**src/rtl/demux1x2_4b_buf_pkg.sv**
```systemverilog
// Shared constants for the 1-to-2 buffered demultiplexer: default widths and
// the channel index encoding used by the select input.
package demux1x2_4b_buf_pkg;

  localparam int WIDTH_DEF = 4;
  localparam int CNT_W_DEF = 8;

  typedef enum logic {
    CH0 = 1'b0,
    CH1 = 1'b1
  } ch_e;

endpackage : demux1x2_4b_buf_pkg

```
**src/rtl/demux1x2_4b_buf_slot.sv**
```systemverilog
// demux_slot: one-entry output buffer (data register + valid flag) with an
// optional saturating delivery counter enabled by DEMUX_DELIVERY_CNT_EN.
module demux_slot
  import demux1x2_4b_buf_pkg::*;
#(
  parameter int WIDTH = WIDTH_DEF,
  parameter int CNT_W = CNT_W_DEF
) (
  input  logic             clk,
  input  logic             rst,
  input  logic             load,
  input  logic [WIDTH-1:0] din,
  input  logic             out_ready,
  output logic [WIDTH-1:0] dout,
  output logic             out_valid,
  output logic [CNT_W-1:0] cnt
);

  logic [WIDTH-1:0] data_q, data_d;
  logic             valid_q, valid_d;

  // NOTE: defaults first so every path assigns the signal and no latch is inferred.
  always_comb begin
    data_d  = data_q;
    valid_d = valid_q;
    if (valid_q && out_ready) valid_d = 1'b0;
    // A load in the same cycle as a drain wins, keeping the slot full.
    if (load) begin
      data_d  = din;
      valid_d = 1'b1;
    end
  end

  // NOTE: sequential state uses non-blocking assignments so all flops update together.
  always_ff @(posedge clk or posedge rst) begin
    if (rst) begin
      data_q  <= '0;
      valid_q <= 1'b0;
    end else begin
      data_q  <= data_d;
      valid_q <= valid_d;
    end
  end

  assign dout      = data_q;
  assign out_valid = valid_q;

`ifdef DEMUX_DELIVERY_CNT_EN
  logic [CNT_W-1:0] cnt_q, cnt_d;

  always_comb begin
    cnt_d = cnt_q;
    if (valid_q && out_ready && (cnt_q != {CNT_W{1'b1}})) cnt_d = cnt_q + 1'b1;
  end

  always_ff @(posedge clk or posedge rst) begin
    if (rst) cnt_q <= '0;
    else     cnt_q <= cnt_d;
  end

  assign cnt = cnt_q;
`else
  assign cnt = '0;
`endif

endmodule : demux_slot

```
**src/rtl/demux1x2_4b_buf.sv**
```systemverilog
// 1-to-2 demultiplexer with a one-entry buffer per output channel. Optional
// per-channel delivery counters are enabled by DEMUX_DELIVERY_CNT_EN.
module demux1x2_4b_buf
  import demux1x2_4b_buf_pkg::*;
#(
  parameter int WIDTH = WIDTH_DEF,
  parameter int CNT_W = CNT_W_DEF
) (
  input  logic             clk,
  input  logic             rst,
  input  logic             s,
  input  logic [WIDTH-1:0] din,
  input  logic             in_valid,
  output logic             in_ready,
  output logic [WIDTH-1:0] dout0,
  output logic [WIDTH-1:0] dout1,
  output logic             out_valid0,
  output logic             out_valid1,
  input  logic             out_ready0,
  input  logic             out_ready1,
  output logic [CNT_W-1:0] cnt0,
  output logic [CNT_W-1:0] cnt1
);

  ch_e  sel;
  logic load0, load1;

  assign sel = ch_e'(s);

  // Ready looks only at the selected channel, so a stalled channel never
  // blocks traffic to the other one.
  always_comb begin
    in_ready = 1'b1;
    load0    = 1'b0;
    load1    = 1'b0;
    if (sel == CH1) begin
      in_ready = !out_valid1 || out_ready1;
      load1    = in_valid && in_ready;
    end else begin
      in_ready = !out_valid0 || out_ready0;
      load0    = in_valid && in_ready;
    end
  end

  demux_slot #(.WIDTH(WIDTH), .CNT_W(CNT_W)) u_slot0 (
    .clk       (clk),
    .rst       (rst),
    .load      (load0),
    .din       (din),
    .out_ready (out_ready0),
    .dout      (dout0),
    .out_valid (out_valid0),
    .cnt       (cnt0)
  );

  demux_slot #(.WIDTH(WIDTH), .CNT_W(CNT_W)) u_slot1 (
    .clk       (clk),
    .rst       (rst),
    .load      (load1),
    .din       (din),
    .out_ready (out_ready1),
    .dout      (dout1),
    .out_valid (out_valid1),
    .cnt       (cnt1)
  );

endmodule : demux1x2_4b_buf

```
**config.mk**
```make
export PLATFORM = sky130hd
export DESIGN_NAME = demux1x2_4b_buf
export DESIGN_NICKNAME = d
export VERILOG_FILES = /design/src/rtl/demux1x2_4b_buf_pkg.sv /design/src/rtl/demux1x2_4b_buf_slot.sv /design/src/rtl/demux1x2_4b_buf.sv
export SDC_FILE = /design/constraint.sdc
export NUM_CORES = 1
export LEC_CHECK = 0
export BUFFER_PORTS_ARGS = -buffer_cell sky130_fd_sc_hd__buf_2
export CORE_MARGIN = 2
export CORE_UTILIZATION = 41
export CTS_BUF_LIST = sky130_fd_sc_hd__clkbuf_4 sky130_fd_sc_hd__clkbuf_8
export DETAILED_ROUTE_END_ITERATION = 10
export PLACE_DENSITY_LB_ADDON = 0.1
export SLEW_MARGIN = 30
export SYNTH_ARGS = -nofsm -noshare
export SYNTH_HDL_FRONTEND = slang
export SYNTH_HIERARCHICAL = 1
export SYNTH_SLANG_ARGS = --single-unit
```
**constraint.sdc**
```tcl
create_clock -name clk -period 1.9 [get_ports clk]
set_clock_uncertainty 0.2 [all_clocks]
set_input_delay 0.19 -clock clk [delete_from_list [all_inputs] [get_ports clk]]
set_output_delay 0.19 -clock clk [all_outputs]
set_load 0.02 [all_outputs]
```
### After elaboration in Yosys (flattened, before gate mapping)

Cells that the tools add are included.

* mux-type cells: 7
* reduce and logical (&&, ||, !) cells: 10

Operators with widths (number)
* two-way mux 1 bit: 7
* logical AND 1 bit: 4
* nonzero test 2 bit: 2
* logical NOT 1 bit: 2
* logical OR 1 bit: 2

* flip-flop bits (word level): 10
* bits of input ports: 10
* word-level logic and storage cells: 21

### Logic depth before layout (Yosys ltp)

Gate-level depths: netlist of run 1.

* word-level depth: 5
* mapped depth: 3
* gate-level depth less buffers: 3

### Modules after synthesis

The synthesis of run 1 kept the hierarchy.

Modules (own cells, without submodules)
* demux_slot: instances 2, cells an instance 21, area an instance 250.2 sq um, seq. area each 125.1 sq um
* demux1x2_4b_buf: instances 1, cells an instance 7, area an instance 45.0 sq um, seq. area each 0.0 sq um

### Worst setup path before layout of run 1

Ideal clock, no wire load.

* path type: register to register
* from: register u_slot0.valid_q, in the netlist u_slot0/out_valid
* to: register u_slot0.data_q[0], in the netlist u_slot0/dout[0]
* arrival time: 1.267 ns
* required time: 1.575 ns
* slack: 0.309 ns
* cell stages (with the launch flop): 4
* path buffers: 0
* clock period less this slack: 1.591 ns
* cells stage by stage: dfrtp_1 > nor2b_1 > nor3b_2 > mux2_2

* word-level cells in the longest chain between the ends: 4

RTL lines
* start, declared: line demux1x2_4b_buf_slot.sv:20 `logic valid_q, valid_d;`
* start signal, assigned: line demux1x2_4b_buf_slot.sv:41 `valid_q <= valid_d;`
* logical NOT 1 bit: line demux1x2_4b_buf.sv:40 `in_ready = !out_valid0 || out_ready0;`
* logical OR 1 bit: line demux1x2_4b_buf.sv:40
* logical AND 1 bit: line demux1x2_4b_buf.sv:41 `load0 = in_valid && in_ready;`
* two-way mux 1 bit: line demux1x2_4b_buf.sv:36 `if (sel == CH1) begin`
* via load0: line demux1x2_4b_buf.sv:26 `logic load0, load1;`
* end signal, assigned: line demux1x2_4b_buf_slot.sv:40 `data_q <= data_d;`
* end, declared: line demux1x2_4b_buf_slot.sv:19 `logic [WIDTH-1:0] data_q, data_d;`

The timed path passes the listed nets, and every way through them passes these cells.
A chain may end at the register's enable or synchronous reset.

### Worst setup path after layout of run 1

* from: register u_slot0.valid_q, in the netlist u_slot0/out_valid
* to: register u_slot0.data_q[2], in the netlist u_slot0/dout[2]

Same word-level chain as after synthesis.

==> results of run 1 <==
## per-stage QoR
stage	utilization, %	total power, mW	setup slack [ps]	hold WS, ps	instances
after detailed placement	47.04	0.4517	306.9	-89.16	82
after global routing	53.85	0.6856	239.0	8.460	91
after CTS	53.85	0.6516	297.5	6.933	91
final	53.85	0.6413	303.2	16.55	91
after global placement	47.04	0.4508	335.6	-88.11	82
after floorplan	-	0.4190	308.5	-231.5	63
## kinds of logic after synthesis
| kind of cell | count (synthesis) |
|---|---|
| other | 2 |
| multiplexers | 8 |
| buffers and inverters | 21 |
| AO/OA/AOI/OAI | 4 |
| flip-flops | 10 |
| AND/OR/NAND/NOR | 4 |
## layer usage
metal	wire, um	GRT usage, %	vias up
li1	-	-	179
met1	338	11.34	176
met2	440	22.62	20
met5	0	0	-
met4	0	10.00	0
met3	76	3.333	0
## report_power, final
group          leakage (nW)  internal [mW]  switching, mW
clock network        0.0210          0.116         0.0710
logic                 0.234         0.0724          0.115
registers             0.119          0.249         0.0182
total                 0.374          0.437          0.204
## synth_stat cells
| cell type | number |
|---|---|
| sky130_fd_sc_hd__conb_1 | 2 |
| sky130_fd_sc_hd__buf_4 | 16 |
| sky130_fd_sc_hd__nand2_1 | 1 |
| sky130_fd_sc_hd__a21oi_1 | 1 |
| sky130_fd_sc_hd__mux2_2 | 8 |
| sky130_fd_sc_hd__a21o_2 | 2 |
| sky130_fd_sc_hd__inv_1 | 5 |
| sky130_fd_sc_hd__a31oi_1 | 1 |
| sky130_fd_sc_hd__nor3b_2 | 1 |
| sky130_fd_sc_hd__dfrtp_1 | 10 |
| sky130_fd_sc_hd__nor3b_1 | 1 |
| sky130_fd_sc_hd__nor2b_1 | 1 |
## state kept, by name, summed over array words and instances (netlist names)
name	cells
u_slot1/out_valid	1
u_slot0/dout	4
u_slot0/out_valid	1
u_slot1/dout	4
## worst max-delay path: stages, from the launching register on
cell and delay, ps:
sky130_fd_sc_hd__dfrtp_1 390, sky130_fd_sc_hd__nor2b_1 140, sky130_fd_sc_hd__nor3b_2 360, sky130_fd_sc_hd__mux2_2 380
## path summary, 6_finish.rpt
path	slack (ps)	to	from
max in group asynchronous	1150	u_slot0/dout[3]	rst
min in group asynchronous	170	u_slot1/dout[2]	rst
setup reg to reg	300	u_slot0/dout[2]	u_slot0/out_valid
hold reg to reg	300	u_slot0/dout[3]	u_slot0/dout[3]
hold / removal	20	u_slot1/out_valid	out_ready1
setup / recovery	300	u_slot0/dout[2]	u_slot0/out_valid
## area by class of cell
| class | count | area (um2) | share of cell area, % |
|---|---|---|---|
| clock buffers | 4 | 36.28 | 5.311 |
| repair buffers | 25 | 150.1 | 21.98 |
| inverters | 5 | 18.77 | 2.747 |
| multi-input cells | 32 | 209.0 | 30.59 |
| flip-flops and latches | 10 | 250.2 | 36.63 |
| well taps | 15 | 18.77 | 2.747 |
==> report_table.html, run 1 <==
<table>
<tr><th>Metric</th><th>Value</th></tr>
<tr><th colspan="2">Logic synthesis</th></tr>
<tr><td>Multiplexer fraction of the synthesized cell area</td><td>approximately 17%</td></tr>
<tr><td>Synth unique cells</td><td>12</td></tr>
<tr><td>Share of synthesized cell area in full adder, half adder and majority cells</td><td>0%</td></tr>
<tr><td>Average footprint of a synthesized cell</td><td>11.13 um2</td></tr>
<tr><td>Dominant combinational cell family by area after synthesis</td><td>buffers and inverters</td></tr>
<tr><td>Cell type with the largest total area after synthesis</td><td>sky130_fd_sc_hd__dfrtp_1</td></tr>
<tr><td>Simple logic cell fraction of the synthesized area</td><td>5.505%</td></tr>
<tr><td>Number of storage elements in the synthesis netlist</td><td>10</td></tr>
<tr><td>Share of the yosys chip area belonging to registers</td><td>between 40% and 50%</td></tr>
<tr><td>Top post-synthesis cells by area</td><td>sky130_fd_sc_hd__dfrtp_1, sky130_fd_sc_hd__buf_4, sky130_fd_sc_hd__mux2_2, sky130_fd_sc_hd__inv_1, sky130_fd_sc_hd__a21o_2</td></tr>
<tr><td>Synthesized-area fraction occupied by ao, oa, aoi and oai cells</td><td>5.275%</td></tr>
<tr><td>Area share of the leading cell type in the synthesized netlist</td><td>between 40% and 50%</td></tr>
<tr><td>Count of synthesis-stage warnings from yosys</td><td>6</td></tr>
<tr><td>Post-synthesis xor/xnor area fraction</td><td>0%</td></tr>
<tr><td>Netlist area before placement</td><td>545.5 um2</td></tr>
<tr><td>Cell count after synthesis</td><td>49</td></tr>
<tr><th colspan="2">Drt</th></tr>
<tr><td>Antenna-violating nets left</td><td>0</td></tr>
<tr><td>Total DRC errors in the routed layout</td><td>0</td></tr>
<tr><td>Overall routed net length</td><td>855 um</td></tr>
<tr><td>Initial drt markers</td><td>2</td></tr>
<tr><td>Routed wire per std cell</td><td>9.396 um</td></tr>
<tr><td>Via total after detailed routing</td><td>375</td></tr>
<tr><td>Number of iterations in the first detailed-routing pass</td><td>2</td></tr>
<tr><td>Average vias per placed instance</td><td>4.121</td></tr>
<tr><th colspan="2">STA</th></tr>
<tr><td>Setup Viol. Count Final</td><td>0</td></tr>
<tr><td>RSZ-0062 raised after global routing</td><td>false</td></tr>
<tr><td>Final Hold Viols</td><td>0</td></tr>
<tr><td>Portion of the clock cycle consumed by the worst path in the final layout</td><td>84.04%</td></tr>
<tr><td>Maximum clock frequency</td><td>roughly 0.63 GHz</td></tr>
<tr><td>Minimum clock period</td><td>approximately 1600 ps</td></tr>
<tr><td>Pins Over Slew Limit</td><td>0</td></tr>
<tr><td>Final sum of negative setup slack</td><td>0 ps</td></tr>
<tr><th colspan="2">Clock network</th></tr>
<tr><td>CTS tree</td><td>done</td></tr>
<tr><td>Source-to-sink clock delay at the later pin of the worst-skew pair</td><td>approximately 260 ps</td></tr>
<tr><td>Cts hold-fix bufs</td><td>5</td></tr>
<tr><td>Buffers from clock root to sink, at most</td><td>2</td></tr>
<tr><td>Number of gates given a new drive strength after cts</td><td>0</td></tr>
<tr><td>Number of buffers added by the clock tree synthesis step</td><td>3</td></tr>
<tr><td>Cell chosen for the clock root</td><td>sky130_fd_sc_hd__clkbuf_4</td></tr>
<tr><td>Post-CTS Setup Bufs</td><td>0</td></tr>
<tr><td>Number of sinks handled by clock tree synthesis</td><td>10</td></tr>
<tr><td>Clock input transition at the sequential cells of the worst setup and hold paths</td><td>70 ps</td></tr>
<tr><td>H-tree depth</td><td>1</td></tr>
<tr><th colspan="2">Floorplanning</th></tr>
<tr><td>Number of ports placed on the die boundary</td><td>37</td></tr>
<tr><td>Die Area</td><td>0.001638 mm2</td></tr>
<tr><td>Die outline width</td><td>40.48 um</td></tr>
<tr><td>Die Span Y</td><td>40.48 um</td></tr>
<tr><td>Number of core rows</td><td>13</td></tr>
<tr><td>Starting density of the core</td><td>43.00%</td></tr>
<tr><td>Placeable core region</td><td>0.001269 mm2</td></tr>
<tr><th colspan="2">Finish</th></tr>
<tr><td>Net total in the final layout</td><td>87</td></tr>
<tr><td>Fraction of final layout cells with drive strength greater than 1</td><td>46.05%</td></tr>
<tr><td>Area added between synthesis and finish</td><td>25.23%</td></tr>
<tr><td>Layout filler cell count</td><td>125</td></tr>
<tr><td>Antenna diode count</td><td>0</td></tr>
<tr><td>Most used cells in the layout excluding fill and tap cells</td><td>sky130_fd_sc_hd__buf_2, sky130_fd_sc_hd__conb_1, sky130_fd_sc_hd__dfrtp_1</td></tr>
<tr><td>Cell area after layout</td><td>about 680 um2</td></tr>
<tr><td>Most frequent standard cell in the layout excluding fill and tap cells</td><td>sky130_fd_sc_hd__buf_2</td></tr>
<tr><th colspan="2">Placed design</th></tr>
<tr><td>Total of buffers placed on input and output ports</td><td>20</td></tr>
<tr><td>Post-detailed-placement cell area</td><td>596.8 um2</td></tr>
<tr><td>Gp weighted congestion</td><td>0.7398</td></tr>
<tr><td>HPWL after detailed placement</td><td>667.1 um</td></tr>
<tr><th colspan="2">Setup path</th></tr>
<tr><td>Worst-path fanout max</td><td>5</td></tr>
<tr><td>Crit Path Category</td><td>flop to flop</td></tr>
<tr><td>Signal arrival time at the worst endpoint</td><td>about 1500 ps</td></tr>
<tr><td>Startpoint type of the worst setup path</td><td>flop</td></tr>
<tr><td>CP required</td><td>1840 ps</td></tr>
<tr><td>Reg2reg path depth</td><td>3</td></tr>
<tr><td>Kind of end point of the critical path</td><td>flop</td></tr>
<tr><th colspan="2">GRT</th></tr>
<tr><td>Total congestion overflow</td><td>0</td></tr>
<tr><td>Maximum number of pins on one net before global-route repair</td><td>7</td></tr>
<tr><td>Number of global-route vias before repair</td><td>around 330</td></tr>
<tr><td>Antenna violations before repair</td><td>0</td></tr>
<tr><td>GRT Overall Usage</td><td>between 10% and 20%</td></tr>
<tr><td>Global-route wire length before repair</td><td>1242 um</td></tr>
<tr><th colspan="2">Pwr</th></tr>
<tr><td>Worst IR drop on VDD</td><td>0.5177 mV</td></tr>
<tr><td>Leak Pwr</td><td>0.3738 nW</td></tr>
<tr><td>Power per unit of standard cell area</td><td>938.8 mW/mm2</td></tr>
<tr><th colspan="2">Status</th></tr>
<tr><td>Status</td><td>complete, no violations</td></tr>
<tr><th colspan="2">Min path</th></tr>
<tr><td>Min-Delay Path Class</td><td>input port to flop</td></tr>
<tr><td>Hold Path Cell Cnt</td><td>3</td></tr>
<tr><th colspan="2">Flow run</th></tr>
<tr><td>Count of maximum capacitance violations</td><td>0</td></tr>
</table>
No activity file was read; power rests on OpenSTA's default activity.
==> run 2: changes to the inputs <==
CORE_UTILIZATION = 37   (was 41)
clock period = 1.3 ns   (was 1.9 ns; I/O delays follow)
==> run 2 against run 1 <==
Highest routed layer is now met4; combinational power is 96% higher; cell count is 8.8% higher; non-clock buffer count is 8 higher; hold slack better by 97 ps; wire length is 25% higher; critical path type is now flop to output pin; the flow now finishes with violations (negative setup slack).
==> report_table.html, run 2 (synthesis gave the netlist of run 1 again) <==
<table>
<tr><th>Metric</th><th>Value</th></tr>
<tr><th colspan="2">GRT</th></tr>
<tr><td>M2 GR Usage</td><td>20.62% (was 22.62%)</td></tr>
<tr><td>Antenna violations before repair</td><td>0 (unchanged)</td></tr>
<tr><td>Number of global-route vias before repair</td><td>382 (was 334)</td></tr>
<tr><td>Global routing met1 resource utilization</td><td>14.02% (was 11.34%)</td></tr>
<tr><td>Total congestion overflow</td><td>0 (unchanged)</td></tr>
<tr><td>GRT Overall Usage</td><td>13.42% (was 12.46%)</td></tr>
<tr><td>Most Crowded Layer GR</td><td>met2 (unchanged)</td></tr>
<tr><td>Global-route wire length before repair</td><td>1697 um (was 1242 um)</td></tr>
<tr><td>Maximum number of pins on one net before global-route repair</td><td>7 (unchanged)</td></tr>
<tr><td>Routing usage on met3</td><td>8.190% (was 3.333%)</td></tr>
<tr><th colspan="2">Setup path</th></tr>
<tr><td>Crit-path leading delay family</td><td>flip-flops (was simple AND/OR/NAND/NOR gates)</td></tr>
<tr><td>Signal arrival time at the worst endpoint</td><td>1210 ps (was 1540 ps)</td></tr>
<tr><td>Worst path slowest cell</td><td>sky130_fd_sc_hd__dfrtp_2 (was sky130_fd_sc_hd__dfrtp_1)</td></tr>
<tr><td>Kind of end point of the critical path</td><td>output pin (was flop)</td></tr>
<tr><td>CP required</td><td>970 ps (was 1840 ps)</td></tr>
<tr><td>Number of buffer and inverter instances along the worst setup path</td><td>2 (was 0)</td></tr>
<tr><td>Crit Path Category</td><td>flop to output pin (was flop to flop)</td></tr>
<tr><td>Ordered list of cells on the worst path</td><td>buf_6 -&gt; nor3b_1 -&gt; a31oi_1 -&gt; buf_4 (was nor2b_1 -&gt; nor3b_2 -&gt; mux2_2)</td></tr>
<tr><td>Worst-path fanout max</td><td>2 (was 5)</td></tr>
<tr><td>Startpoint type of the worst setup path</td><td>flop (unchanged)</td></tr>
<tr><td>Delay contributed by the slowest stage of the critical path</td><td>410 ps (was 390 ps)</td></tr>
<tr><th colspan="2">Pwr</th></tr>
<tr><td>Power per unit of standard cell area</td><td>1250 mW/mm2 (was 938.8 mW/mm2)</td></tr>
<tr><td>Design internal power</td><td>0.7104 mW (was 0.4373 mW)</td></tr>
<tr><td>Part of the total power dissipated in combinational logic</td><td>35.2% (was 29.2%)</td></tr>
<tr><td>Net Sw Power</td><td>0.3293 mW (was 0.2040 mW)</td></tr>
<tr><td>Sequential share of power</td><td>37.9% (was 41.6%)</td></tr>
<tr><td>Part of the power in the clock network</td><td>27.0% (was 29.2%)</td></tr>
<tr><td>Worst IR drop on VDD</td><td>0.8264 mV (was 0.5177 mV)</td></tr>
<tr><td>Sw Ratio</td><td>31.68% (was 31.81%)</td></tr>
<tr><td>Leak Pwr</td><td>0.4530 nW (was 0.3738 nW)</td></tr>
<tr><th colspan="2">STA</th></tr>
<tr><td>Minimum clock period</td><td>1538 ps</td></tr>
<tr><td>Portion of the clock cycle consumed by the worst path in the final layout</td><td>118.3%</td></tr>
<tr><td>Final Hold Viols</td><td>0 (unchanged)</td></tr>
<tr><td>Worst hold slack across all endpoints</td><td>113.1 ps (was 16.55 ps)</td></tr>
<tr><td>Setup ws final</td><td>-238.4 ps (was 303.2 ps)</td></tr>
<tr><td>RSZ-0062 raised after global routing</td><td>true (was false)</td></tr>
<tr><td>Setup Viol. Count Final</td><td>10 (was 0)</td></tr>
<tr><td>Maximum clock frequency</td><td>0.6500 GHz</td></tr>
<tr><td>Pins Over Slew Limit</td><td>0 (unchanged)</td></tr>
<tr><th colspan="2">Finish</th></tr>
<tr><td>Fraction of final layout cells with drive strength greater than 1</td><td>53.57% (was 46.05%)</td></tr>
<tr><td>Most frequent standard cell in the layout excluding fill and tap cells</td><td>sky130_fd_sc_hd__buf_2 (unchanged)</td></tr>
<tr><td>Most used cells in the layout excluding fill and tap cells</td><td>sky130_fd_sc_hd__buf_2, sky130_fd_sc_hd__conb_1, sky130_fd_sc_hd__mux2_4, sky130_fd_sc_hd__dfrtp_1, sky130_fd_sc_hd__dlygate4sd3_1 (was sky130_fd_sc_hd__buf_2, sky130_fd_sc_hd__conb_1, sky130_fd_sc_hd__dfrtp_1)</td></tr>
<tr><td>Area added between synthesis and finish</td><td>52.52% (was 25.23%)</td></tr>
<tr><td>Net total in the final layout</td><td>95 (was 87)</td></tr>
<tr><td>Count of non-filler cells in the finished layout</td><td>99 (was 91)</td></tr>
<tr><td>Antenna diode count</td><td>0 (unchanged)</td></tr>
<tr><td>Cell area after layout</td><td>832.0 um2 (was 683.2 um2)</td></tr>
<tr><th colspan="2">Clock network</th></tr>
<tr><td>Buffers from clock root to sink, at most</td><td>2 (unchanged)</td></tr>
<tr><td>H-tree depth</td><td>1 (unchanged)</td></tr>
<tr><td>CTS tree</td><td>done (unchanged)</td></tr>
<tr><td>Cell chosen for the clock root</td><td>sky130_fd_sc_hd__clkbuf_4 (unchanged)</td></tr>
<tr><td>Source-to-sink clock delay at the later pin of the worst-skew pair</td><td>260 ps (about the same)</td></tr>
<tr><td>Number of buffers added by the clock tree synthesis step</td><td>3 (unchanged)</td></tr>
<tr><td>Number of sinks handled by clock tree synthesis</td><td>10 (unchanged)</td></tr>
<tr><td>Clock input transition at the sequential cells of the worst setup and hold paths</td><td>70 ps (about the same)</td></tr>
<tr><th colspan="2">Floorplanning</th></tr>
<tr><td>Die Span Y</td><td>42.40 um (was 40.48 um)</td></tr>
<tr><td>Number of ports placed on the die boundary</td><td>37 (unchanged)</td></tr>
<tr><td>Number of core rows</td><td>13 (unchanged)</td></tr>
<tr><td>Die Area</td><td>0.001797 mm2 (was 0.001638 mm2)</td></tr>
<tr><td>Die outline width</td><td>42.40 um (was 40.48 um)</td></tr>
<tr><td>Starting density of the core</td><td>40.90% (was 43.00%)</td></tr>
<tr><td>Placeable core region</td><td>0.001334 mm2 (was 0.001269 mm2)</td></tr>
<tr><th colspan="2">Status</th></tr>
<tr><td>Failing checks</td><td>negative setup slack</td></tr>
<tr><td>Status</td><td>complete, but fails checks (was complete, no violations)</td></tr>
<tr><th colspan="2">Placed design</th></tr>
<tr><td>Total placed cells including tap cells</td><td>85 (was 82)</td></tr>
<tr><td>Post-detailed-placement cell area</td><td>676.9 um2 (was 596.8 um2)</td></tr>
<tr><td>Total of buffers placed on input and output ports</td><td>20 (unchanged)</td></tr>
<tr><td>Gp weighted congestion</td><td>0.6800 (was 0.7398)</td></tr>
<tr><td>HPWL after detailed placement</td><td>792.1 um (was 667.1 um)</td></tr>
<tr><th colspan="2">Drt</th></tr>
<tr><td>Number of iterations in the first detailed-routing pass</td><td>2 (unchanged)</td></tr>
<tr><td>Initial drt markers</td><td>3 (was 2)</td></tr>
<tr><td>Antenna-violating nets left</td><td>0 (unchanged)</td></tr>
<tr><td>Routed wire per std cell</td><td>10.76 um (was 9.396 um)</td></tr>
<tr><td>Overall routed net length</td><td>1065 um (was 855 um)</td></tr>
<tr><td>Via total after detailed routing</td><td>412 (was 375)</td></tr>
<tr><td>Average vias per placed instance</td><td>4.162 (was 4.121)</td></tr>
<tr><td>Total DRC errors in the routed layout</td><td>0 (unchanged)</td></tr>
<tr><th colspan="2">Min path</th></tr>
<tr><td>Min-Delay Path Class</td><td>input port to async pin (was input port to flop)</td></tr>
<tr><th colspan="2">Flow run</th></tr>
<tr><td>Count of maximum capacitance violations</td><td>0 (unchanged)</td></tr>
</table>
## run 2: worst min-delay path, delay by kind of cell
kind	cells	cell delay, ps
buf+inv	3	820
## run 2: cell type report
class,instances,area (um2)
Inverter,5,18.77
Timing Repair Buffer,33,241.5
Fill cell,109,501.7
Tap cell,15,18.77
Sequential cell,10,252.7
Clock buffer,4,36.28
Multi-Input combinational cell,32,264.0
## run 2: metrics by stage
| step | utilization, % | setup WS [ps] | total power [mW] | TNS, ps |
|---|---|---|---|---|
| 6_report | 62.38 | -238.4 | 1.040 | -1250 |
| 5_1_grt | 62.38 | -331.7 | 1.100 | -1581 |
| 4_1_cts | 61.16 | -251.1 | 1.040 | -1395 |
| 3_5_place_dp | 50.75 | -172.9 | 0.7215 | -687.5 |
| 3_3_place_gp | 50.75 | -162.1 | 0.7157 | -626.1 |
| 2_1_floorplan | - | -249.8 | 0.6545 | -1076 |
## run 2: per-layer routing
layer	vias to the layer above	part of all wire, %
met4	0	2.5
met2	25	48
met5	-	0
met1	190	40
met3	4	8.9
li1	193	-
## run 2: repair_timing
item / in CTS / in global routing
pin swaps: 0 / 1
setup buffers: 2 / 2
setup endpoints to repair: 8 / 11
hold buffers: 7 / 0
resized for setup: 5 / 3
hold endpoints to repair: 20 / 0
## run 2: power by group through the flow
| stage | clock (mW) | combinational, mW | sequential [mW] |
|---|---|---|---|
| after floorplan | 0 | 0.187 | 0.467 |
| after global placement | 0 | 0.318 | 0.398 |
| after detailed placement | 0 | 0.321 | 0.400 |
| after CTS | 0.286 | 0.358 | 0.395 |
| after global routing | 0.315 | 0.386 | 0.399 |
| final | 0.280 | 0.366 | 0.394 |
## run 2: path summary, 6_finish.rpt
kind / depth (start not counted) / slack (ps) / from / endpoint
max reg2reg: 4 / -160 / u_slot0/out_valid / u_slot0/dout[0]
min reg2reg: 1 / 310 / u_slot1/dout[2] / u_slot1/dout[2]
min in group clk: 4 / 180 / in_valid / u_slot1/dout[1]
max: 4 / -240 / u_slot0/out_valid / in_ready
min: 3 / 110 / rst / u_slot1/dout[0]
max in group asynchronous: 3 / 590 / rst / u_slot1/out_valid
==> run 3: changes to the inputs <==
--- a/config.mk
+++ b/config.mk
@@ -7,9 +7,12 @@
 export LEC_CHECK = 0
 export BUFFER_PORTS_ARGS = -buffer_cell sky130_fd_sc_hd__buf_2
+export CELL_PAD_IN_SITES_DETAIL_PLACEMENT = 1
+export CELL_PAD_IN_SITES_GLOBAL_PLACEMENT = 1
+export CORE_ASPECT_RATIO = 0.8
 export CORE_MARGIN = 2
-export CORE_UTILIZATION = 37
+export CORE_UTILIZATION = 27
 export CTS_BUF_LIST = sky130_fd_sc_hd__clkbuf_4 sky130_fd_sc_hd__clkbuf_8
 export DETAILED_ROUTE_END_ITERATION = 10
-export PLACE_DENSITY_LB_ADDON = 0.1
+export PLACE_DENSITY = 0.81
 export SLEW_MARGIN = 30
 export SYNTH_ARGS = -nofsm -noshare
==> constraint.sdc (replaced) <==
create_clock -name clk -period 1.3 [get_ports clk]
set_clock_uncertainty 0.2 [all_clocks]
set_input_delay 0.13 -clock clk [delete_from_list [all_inputs] [get_ports clk]]
set_output_delay 0.13 -clock clk [all_outputs]
set_load 0.005 [all_outputs]
==> run 3 against run 2 <==
The run still ends with negative setup slack left; critical endpoint unchanged; largest cell class unchanged; critical path type unchanged; via count fell by 0.49%; critical path depth unchanged; wire length grew 26%; register-to-register slack barely moved; sequential cell count did not move.
==> report_table.html, run 3 (synthesis gave the netlist of run 1 again) <==
<table>
<tr><th>Metric</th><th>Value</th></tr>
<tr><th colspan="2">STA</th></tr>
<tr><td>Maximum clock frequency</td><td>0.6592 GHz (was 0.6500 GHz)</td></tr>
<tr><td>Final Hold Viols</td><td>0 (unchanged)</td></tr>
<tr><td>Setup ws final</td><td>-217.1 ps (was -238.4 ps)</td></tr>
<tr><td>RSZ-0062 raised after global routing</td><td>true (unchanged)</td></tr>
<tr><td>Portion of the clock cycle consumed by the worst path in the final layout</td><td>116.7% (was 118.3%)</td></tr>
<tr><td>Setup Viol. Count Final</td><td>10 (unchanged)</td></tr>
<tr><td>Pins Over Slew Limit</td><td>0 (unchanged)</td></tr>
<tr><td>Final sum of negative setup slack</td><td>-1231 ps (was -1250 ps)</td></tr>
<tr><td>Minimum clock period</td><td>1517 ps (was 1538 ps)</td></tr>
<tr><th colspan="2">Status</th></tr>
<tr><td>Failing checks</td><td>negative setup slack (unchanged)</td></tr>
<tr><td>Status</td><td>complete, but fails checks (unchanged)</td></tr>
<tr><th colspan="2">Floorplanning</th></tr>
<tr><td>Starting density of the core</td><td>28.84% (was 40.90%)</td></tr>
<tr><td>Number of core rows</td><td>14 (was 13)</td></tr>
<tr><td>Die outline width</td><td>54.26 um (was 42.40 um)</td></tr>
<tr><td>Die Area</td><td>0.002398 mm2 (was 0.001797 mm2)</td></tr>
<tr><td>Number of ports placed on the die boundary</td><td>37 (unchanged)</td></tr>
<tr><td>Placeable core region</td><td>0.001892 mm2 (was 0.001334 mm2)</td></tr>
<tr><td>Die Span Y</td><td>44.21 um (was 42.40 um)</td></tr>
<tr><th colspan="2">Finish</th></tr>
<tr><td>Count of non-filler cells in the finished layout</td><td>106 (was 99)</td></tr>
<tr><td>Antenna diode count</td><td>0 (unchanged)</td></tr>
<tr><td>Fraction of final layout cells with drive strength greater than 1</td><td>52.44% (was 53.57%)</td></tr>
<tr><td>Net total in the final layout</td><td>94 (was 95)</td></tr>
<tr><td>Area added between synthesis and finish</td><td>50.23% (was 52.52%)</td></tr>
<tr><td>Most frequent standard cell in the layout excluding fill and tap cells</td><td>sky130_fd_sc_hd__buf_2 (unchanged)</td></tr>
<tr><td>Most used cells in the layout excluding fill and tap cells</td><td>sky130_fd_sc_hd__buf_2, sky130_fd_sc_hd__conb_1, sky130_fd_sc_hd__dfrtp_1 (was sky130_fd_sc_hd__buf_2, sky130_fd_sc_hd__conb_1, sky130_fd_sc_hd__mux2_4, sky130_fd_sc_hd__dfrtp_1, sky130_fd_sc_hd__dlygate4sd3_1)</td></tr>
<tr><th colspan="2">Placed design</th></tr>
<tr><td>HPWL after detailed placement</td><td>1004 um (was 792.1 um)</td></tr>
<tr><td>Total placed cells including tap cells</td><td>94 (was 85)</td></tr>
<tr><td>Total of buffers placed on input and output ports</td><td>20 (unchanged)</td></tr>
<tr><td>Gp weighted congestion</td><td>0.7215 (was 0.6800)</td></tr>
<tr><td>Dpl ws</td><td>-213.3 ps (was -172.9 ps)</td></tr>
<tr><th colspan="2">Min path</th></tr>
<tr><td>Min-Delay Path Class</td><td>input port to flop (was input port to async pin)</td></tr>
<tr><td>Hold Path Cell Cnt</td><td>4</td></tr>
<tr><th colspan="2">Drt</th></tr>
<tr><td>Number of iterations in the first detailed-routing pass</td><td>3 (was 2)</td></tr>
<tr><td>Total DRC errors in the routed layout</td><td>0 (unchanged)</td></tr>
<tr><td>Average vias per placed instance</td><td>3.868 (was 4.162)</td></tr>
<tr><td>Overall routed net length</td><td>1344 um (was 1065 um)</td></tr>
<tr><td>Via total after detailed routing</td><td>410 (was 412)</td></tr>
<tr><td>Antenna-violating nets left</td><td>0 (unchanged)</td></tr>
<tr><td>Initial drt markers</td><td>3 (unchanged)</td></tr>
<tr><td>Routed wire per std cell</td><td>12.68 um (was 10.76 um)</td></tr>
<tr><th colspan="2">GRT</th></tr>
<tr><td>Number of global-route vias before repair</td><td>422 (was 382)</td></tr>
<tr><td>M2 GR Usage</td><td>25.78% (was 20.62%)</td></tr>
<tr><td>Most Crowded Layer GR</td><td>met2 (unchanged)</td></tr>
<tr><td>Routing usage on met3</td><td>7.095% (was 8.190%)</td></tr>
<tr><td>GRT Overall Usage</td><td>13.14% (was 13.42%)</td></tr>
<tr><td>Maximum number of pins on one net before global-route repair</td><td>6 (was 7)</td></tr>
<tr><td>Total congestion overflow</td><td>0 (unchanged)</td></tr>
<tr><td>Global routing met1 resource utilization</td><td>11.91% (was 14.02%)</td></tr>
<tr><td>Global-route wire length before repair</td><td>2083 um (was 1697 um)</td></tr>
<tr><td>Antenna violations before repair</td><td>0 (unchanged)</td></tr>
<tr><th colspan="2">Clock network</th></tr>
<tr><td>Cell chosen for the clock root</td><td>sky130_fd_sc_hd__clkbuf_4 (unchanged)</td></tr>
<tr><td>CTS tree</td><td>done (unchanged)</td></tr>
<tr><td>Number of sinks handled by clock tree synthesis</td><td>10 (unchanged)</td></tr>
<tr><td>Source-to-sink clock delay at the later pin of the worst-skew pair</td><td>250 ps (was 260 ps)</td></tr>
<tr><td>Buffers from clock root to sink, at most</td><td>2 (unchanged)</td></tr>
<tr><td>Clock input transition at the sequential cells of the worst setup and hold paths</td><td>60 ps (was 70 ps)</td></tr>
<tr><td>Number of buffers added by the clock tree synthesis step</td><td>3 (unchanged)</td></tr>
<tr><td>H-tree depth</td><td>1 (unchanged)</td></tr>
<tr><th colspan="2">Pwr</th></tr>
<tr><td>Leak Pwr</td><td>0.4455 nW (was 0.4530 nW)</td></tr>
<tr><td>Worst IR drop on VDD</td><td>0.4881 mV (was 0.8264 mV)</td></tr>
<tr><td>Total Power</td><td>0.8640 mW (was 1.040 mW)</td></tr>
<tr><td>Power per unit of standard cell area</td><td>1054 mW/mm2 (was 1250 mW/mm2)</td></tr>
<tr><th colspan="2">Setup path</th></tr>
<tr><td>Kind of end point of the critical path</td><td>output pin (unchanged)</td></tr>
<tr><td>CP required</td><td>970 ps (about the same)</td></tr>
<tr><td>Startpoint type of the worst setup path</td><td>flop (unchanged)</td></tr>
<tr><td>Reg2reg path depth</td><td>4 (unchanged)</td></tr>
<tr><td>Worst-path fanout max</td><td>2 (unchanged)</td></tr>
<tr><td>Crit Path Category</td><td>flop to output pin (unchanged)</td></tr>
<tr><td>Signal arrival time at the worst endpoint</td><td>1190 ps (was 1210 ps)</td></tr>
<tr><th colspan="2">Flow run</th></tr>
<tr><td>Count of maximum capacitance violations</td><td>0 (unchanged)</td></tr>
</table>
run 3: changes by cell type in the layout (fill, tap and decap cells not counted), sizes merged:
| cell | before | now |
|---|---|---|
| dlygate4sd3 | 7 | 6 |
| clkbuf | 4 | 3 |
run 3: power by group:
group | internal [mW] | leakage, nW | switching, mW
sequential | 0.364 | 0.119 | 0.0292
combinational | 0.169 | 0.313 | 0.103
clock | 0.106 | 0.0138 | 0.0922
run 3: area by class of cell:
type                    instances  area [um2]
well taps                      24       30.03
clock buffers                   3       22.52
multi-input cells              32       275.3
repair buffers                 32       222.7
fillers                       218        1072
inverters                       5       18.77
flip-flops and latches         10       250.2
run 3: worst paths after layout:
path                                        start           endpoint  slack (ps)
max in group asynchronous                     rst    u_slot0/dout[0]         590
worst max register to register  u_slot0/out_valid    u_slot0/dout[2]        -170
min in group asynchronous                     rst    u_slot1/dout[1]         130
worst max-delay path            u_slot0/out_valid           in_ready        -220
worst min register to register    u_slot1/dout[1]    u_slot1/dout[1]         310
worst min-delay path                   out_ready0  u_slot0/out_valid         120
run 3: what timing repair did:
| item | 4_1_cts | 5_1_grt |
|---|---|---|
| setup endpoints to repair | 6 | 11 |
| setup buffers | 2 | 2 |
| hold endpoints to repair | 19 | 0 |
| gates cloned | 0 | 0 |
| hold buffers | 6 | 0 |
| gates resized for setup | 6 | 4 |
| pin swaps | 2 | 1 |
run 3: critical path, stage by stage (launching register included):
cell                      delay, ps
sky130_fd_sc_hd__dfrtp_1        390
sky130_fd_sc_hd__buf_6          120
sky130_fd_sc_hd__nor3b_4        140
sky130_fd_sc_hd__a31oi_1        150
sky130_fd_sc_hd__buf_2          140
run 3: stage by stage:
stage,utilization [%],area (um2),hold slack (ps)
CTS,41.93,793.3,97.68
global route,43.32,819.5,115.0
finish,43.32,819.5,115.2
floorplan,-,638.1,-291.5
global placement,35.45,670.6,-156.9
detailed placement,35.45,670.6,-148.9
run 3: metal layers:
layer	vias to the layer above	routed length, um
met4	0	0
met1	201	485
li1	194	-
met3	0	78
met2	15	779
met5	-	0
